## src/rtl/spi_prog_loader.sv

```systemverilog
// SPI-slave program loader: receives a framed image over SPI and
// replays it onto the core's instruction-memory load port.
module spi_prog_loader #(
  parameter int          MEM_DEPTH = 19,
  parameter int          ADDR_W    = 5,
  parameter logic [7:0]  HDR_BYTE  = 8'hA5
) (
  input  logic              clk,
  input  logic              rst_n,
  input  logic              sclk,
  input  logic              cs_n,
  input  logic              mosi,
  output logic              prog_we,
  output logic [ADDR_W-1:0] prog_addr,
  output logic [7:0]        prog_data,
  output logic              core_hold,
  output logic              core_start,
  output logic              done,
  output logic [1:0]        err
);

  localparam logic [7:0] MAX_LEN = 8'(MEM_DEPTH);

  typedef enum logic [2:0] {
    IDLE, LEN, DATA, CSUM, DONE, ERR
  } state_t;

  state_t state, state_nxt, byte_nxt;

  logic [2:0]        sclk_q, cs_q;
  logic [1:0]        mosi_q;
  logic              sclk_rise, cs_rise, cs_fall;
  logic [2:0]        bit_cnt;
  logic [7:0]        shreg;
  logic              byte_valid;
  logic [ADDR_W-1:0] addr_q;
  logic [7:0]        rem, sum;
  logic              len_bad;
  logic              hdr_hit, len_ok, len_err, wr;
  logic              sum_ok, sum_err, abort;

  // index 1 is the synchronised level, index 2 its previous sample
  assign sclk_rise = sclk_q[1] & ~sclk_q[2];
  assign cs_rise   = cs_q[1] & ~cs_q[2];
  assign cs_fall   = ~cs_q[1] & cs_q[2];
  assign len_bad   = (shreg == 8'd0) | (shreg > MAX_LEN);

  always_ff @(posedge clk or negedge rst_n) begin
    if (!rst_n) begin
      sclk_q <= '0;
      cs_q   <= '1;
      mosi_q <= '0;
    end else begin
      sclk_q <= {sclk_q[1:0], sclk};
      cs_q   <= {cs_q[1:0], cs_n};
      mosi_q <= {mosi_q[0], mosi};
    end
  end

  always_ff @(posedge clk or negedge rst_n) begin
    if (!rst_n) begin
      bit_cnt    <= '0;
      shreg      <= '0;
      byte_valid <= 1'b0;
    end else begin
      byte_valid <= 1'b0;
      if (cs_q[1]) begin
        bit_cnt <= '0;
      end else if (sclk_rise) begin
        shreg      <= {shreg[6:0], mosi_q[1]};
        bit_cnt    <= bit_cnt + 3'd1;
        byte_valid <= (bit_cnt == 3'd7);
      end
    end
  end

  always_ff @(posedge clk or negedge rst_n) begin
    if (!rst_n) state <= IDLE;
    else        state <= state_nxt;
  end

  // byte is consumed first; an abort then applies to the resulting state
  always_comb begin
    byte_nxt = state;
    if (byte_valid) begin
      unique case (state)
        IDLE:    if (shreg == HDR_BYTE) byte_nxt = LEN;
        LEN:     byte_nxt = len_bad ? ERR : DATA;
        DATA:    if (rem == 8'd1) byte_nxt = CSUM;
        CSUM:    byte_nxt = (shreg == sum) ? DONE : ERR;
        default: byte_nxt = state;
      endcase
    end
    state_nxt = byte_nxt;
    if (cs_fall && (state == DONE || state == ERR))
      state_nxt = IDLE;
    if (abort)
      state_nxt = ERR;
  end

  always_comb begin
    hdr_hit = 1'b0;
    len_ok  = 1'b0;
    len_err = 1'b0;
    wr      = 1'b0;
    sum_ok  = 1'b0;
    sum_err = 1'b0;
    if (byte_valid) begin
      unique case (1'b1)
        state == IDLE: hdr_hit = (shreg == HDR_BYTE);
        state == LEN:  begin len_ok = ~len_bad; len_err = len_bad; end
        state == DATA: wr = 1'b1;
        state == CSUM: begin
          sum_ok  = (shreg == sum);
          sum_err = (shreg != sum);
        end
        default: ;
      endcase
    end
    abort = cs_rise &
      (byte_nxt == LEN || byte_nxt == DATA || byte_nxt == CSUM);
  end

  always_ff @(posedge clk or negedge rst_n) begin
    if (!rst_n) begin
      prog_we    <= 1'b0;
      prog_addr  <= '0;
      prog_data  <= '0;
      core_hold  <= 1'b0;
      core_start <= 1'b0;
      done       <= 1'b0;
      err        <= 2'b00;
      addr_q     <= '0;
      rem        <= '0;
      sum        <= '0;
    end else begin
      prog_we    <= wr;
      core_start <= sum_ok;
      if (hdr_hit) begin
        core_hold <= 1'b1;
        done      <= 1'b0;
        err       <= 2'b00;
        sum       <= '0;
      end
      if (len_ok) begin
        rem    <= shreg;
        addr_q <= '0;
      end
      if (wr) begin
        prog_data <= shreg;
        prog_addr <= addr_q;
        addr_q    <= addr_q + ADDR_W'(1);
        sum       <= sum + shreg;
        rem       <= rem - 8'd1;
      end
      if (sum_ok) begin
        done      <= 1'b1;
        core_hold <= 1'b0;
      end
      if (len_err) err <= 2'b01;
      if (sum_err) err <= 2'b10;
      if (abort)   err <= 2'b11;
    end
  end

endmodule

```

## config.mk

```make
export PLATFORM = sky130hd
export DESIGN_NAME = spi_prog_loader
export DESIGN_NICKNAME = d
export VERILOG_FILES = /design/src/rtl/spi_prog_loader.sv
export SDC_FILE = /design/constraint.sdc
export NUM_CORES = 1
export LEC_CHECK = 0
export CAP_MARGIN = 40
export CORE_UTILIZATION = 30
export CTS_CLUSTER_DIAMETER = 120
export DETAILED_ROUTE_END_ITERATION = 7
export DONT_BUFFER_PORTS = 1
export PLACE_DENSITY = 0.43
export SLEW_MARGIN = 0
export SYNTH_ARGS = -nofsm -noshare
export SYNTH_HDL_FRONTEND = slang
export SYNTH_SLANG_ARGS = --single-unit
```

## constraint.sdc

```tcl
create_clock -name clk -period 2.1 [get_ports clk]
set_input_delay 0.21 -clock clk [delete_from_list [all_inputs] [get_ports clk]]
set_output_delay 0.21 -clock clk [all_outputs]
set_load 0.03 [all_outputs]
```

==> reports/qor.txt <==
Ys flop type -> dfrtp_1
Full die area -> 0.0104 mm2
Layout area overhead -> 20.4%
Synth top area cells -> dfrtp_1, nand2_1, ha_1, o21ai_0, nor2_1
Syn_nets -> 321
Leak -> 1.72 nW
Hold Path Depth -> 0
DR vias/cell -> 4.78
# fillers -> 1008
DRC -> 0
Final WS setup -> 88.5 ps
Total of max-cap violations -> 0
Status -> completed
Die Ht -> 102 um
Share of the synthesized area in the top cell type -> 0.501
XOR/XNOR Fraction of Synth Area -> 0.0234
Post-synthesis adder-cell area fraction -> 0.0568
Final ANT Viol Nets -> 0
Ports -> 24
Dpl hpwl -> 4400 um
Setup Viol. Count Final -> 0
# port buffers -> 0
EDFF count, synth -> 0
Largest net degree at the start of global routing -> 64
Total CTS buffers -> 9
Yosys reg bits -> 63
CTS tree -> yes
Core area -> 0.00973 mm2
Cell Area, Placed -> 0.00329 mm2
Relative slew slack -> 0.743
Simple-Gate Fraction of Synth Area -> 0.191
Reg2Reg Setup Slack -> 90 ps
Mux contribution to synthesized area -> 0.0363
Initial DRC count -> 121
Compound-Gate Fraction of Synth Area -> 0.140
Mean post-synth cell area -> 9.89 um2
Critical path arrival -> 2240 ps
Post-synthesis cell area -> 0.00300 mm2
CTS sink count -> 63
GRT Overall Usage -> 0.140
Initial Util -> 0.308
Post-detailed-route wirelength per cell -> 13.9 um
Cell Count, Final, Fillers Out -> 466
Minimum clock period -> 2010 ps
Crit Path Max Fanout -> 3
Nets@finish -> 346
Share of cells above drive strength 1 -> 0.186
Power per cell area -> 878 mW/mm2
Clk pin slew, worst setup/hold paths -> 80 ps
Largest area contributor in the netlist -> dfrtp_1
Sum of negative setup slack -> 0 ps
Peak VDD IR -> 0.385 mV
Synth Warn # -> 0
Unique masters post-synth -> 44
Hold Violations, Final -> 0
Initial antenna violation count -> 0
Number of global-route vias before repair -> 2190
CTS root buf -> clkbuf_8
Final max-slew violation count -> 0
Total Power -> 3.17 mW
Mapped Cells -> 303
Depth of the CTS H-tree -> 3
Worst-Margin Slew -> 380 ps
Largest family of logic cells by synthesized area -> simple AND/OR/NAND/NOR gates
Fin Clk Skew -> 11.2 ps
Final Cycle Share -> 0.958
Row count -> 36
Total via count in the routed design -> 2228
Post-Place Setup Slack -> 81.1 ps
Clock Path Buffers -> 2
Drt pass-1 iters -> 4
Post-synthesis sequential area ratio -> 0.527
Crit path required time -> 2330 ps
# diodes -> 0
Clock insertion delay at the later pin of the skew report -> 350 ps
Design area -> 0.00361 mm2
Final Wtd Congestion -> 0.731
Placed cells -> 445
Peak Freq -> 0.497 GHz
Post-synth ARST share -> 1.00
Startpoint Class -> flip-flop
Crit. End Element -> flip-flop
HP Class -> flip-flop to flip-flop
R2R depth -> 7
Aggregate global routing overflow -> 0
First-pass GRT wire length -> 11000 um
Final Routed Wirelength -> 6460 um
RSZ-0062 raised after global routing -> no
Crit Path Class -> flip-flop to flip-flop
Die X -> 102 um
## logic make-up (layout without fill, tap and decap cells)
family | after synthesis | after routing
AO/OA/AOI/OAI | 68 | 68
XOR/XNOR | 8 | 8
adder cells (fa/ha/maj) | 13 | 13
buffers and inverters | 18 | 48
flip-flops | 63 | 63
multiplexers | 10 | 10
AND/OR/NAND/NOR | 123 | 123
## final timing paths
kind                                             to           startpoint
worst min register to register  mosi_q[1]$_DFF_PN0_  mosi_q[0]$_DFF_PN0_
max in group asynchronous         cs_q[0]$_DFF_PN1_                rst_n
worst min-delay path            mosi_q[1]$_DFF_PN0_  mosi_q[0]$_DFF_PN0_
worst max register to register   err[0]$_DFFE_PN0P_   sum[1]$_DFFE_PN0P_
min in group asynchronous         prog_we$_DFF_PN0_                rst_n
worst max-delay path             err[0]$_DFFE_PN0P_   sum[1]$_DFFE_PN0P_
## Yosys cell counts, drive strengths merged, types with 2 or more instances
cell,number
a21o,4
a21oi,17
a31oi,4
and2,3
and3,2
and4,3
buf,8
clkbuf,2
dfrtp,60
dfstp,3
ha,12
inv,8
mux2,7
mux2i,3
nand2,60
nand2b,4
nand3,11
nand4,2
nor2,26
nor3,5
nor4,4
o21a,4
o21ai,28
o21bai,4
xnor2,4
xor2,4
## layout by cell type (no fill, tap or decap), types with 3 or more instances in the layout
cell type,count
nor2_1,26
mux2i_1,3
clkinvlp_4,3
o21a_1,4
a31oi_1,4
o21bai_1,4
clkbuf_8,10
nor3_1,3
xnor2_1,4
a21o_1,3
nand2_1,59
nand3_1,11
nor4_1,4
nand2b_1,4
dlygate4sd3_1,4
inv_1,8
dfrtp_1,59
mux2_2,7
ha_1,10
xor2_1,4
dfstp_2,3
a21oi_1,16
o21ai_0,27
buf_4,17
## area by class of cell
class / count / area [um2] / area share
multi-input cells: 222 / 1390 / 0.385
inverters: 8 / 30.0 / 0.00832
repair buffers: 24 / 235 / 0.0652
clock inverters: 6 / 70.1 / 0.0194
clock buffers: 10 / 138 / 0.0381
flip-flops and latches: 63 / 1580 / 0.438
well taps: 133 / 166 / 0.0461
## registers in the layout (all words and copies together) (netlist names), 2 cells and up
| signal | count |
|---|---|
| state | 3 |
| sclk_q | 3 |
| shreg | 8 |
| err | 2 |
| addr_q | 5 |
| cs_q | 3 |
| mosi_q | 2 |
| prog_addr | 5 |
| rem | 8 |
| prog_data | 8 |
| sum | 8 |
| bit_cnt | 3 |
## critical path: stages, from the launching register on
cell and delay [ps]:
dfrtp_1 420, ha_1 320, nor4_1 250, and3_1 250, and3_2 210, nor2_1 50, o21a_1 210, a21o_2 190
## per-stage QoR
step | util | hold slack [ps]
2_1_floorplan | - | -85.6
3_3_place_gp | 0.338 | -84.1
3_5_place_dp | 0.338 | -84.1
4_1_cts | 0.366 | 354
5_1_grt | 0.371 | 357
6_report | 0.371 | 350
## power breakdown
group | leakage, nW | switching, mW | total (mW) | internal [mW]
sequential | 0.848 | 0.0878 | 1.37 | 1.29
combinational | 0.776 | 0.358 | 0.700 | 0.342
clock | 0.0947 | 0.511 | 1.09 | 0.584
total | 1.72 | 0.957 | 3.17 | 2.21
## routing by layer
| layer | up-vias | share of wire | GRT usage |
|---|---|---|---|
| li1 | 1104 | - | - |
| met1 | 1084 | 0.49 | 0.188 |
| met2 | 29 | 0.47 | 0.217 |
| met3 | 11 | 0.028 | 0.0410 |
| met4 | 0 | 0.014 | 0.0462 |
| met5 | - | 0 | 0 |
## what timing repair did
action	CTS	global route
resized for setup	0	7
endpoints found under the hold margin	66	0
buffers inserted	0	0
hold buffers	5	0
endpoints found under the setup margin	0	6
Note: power is estimated with default switching activity, not from simulation.
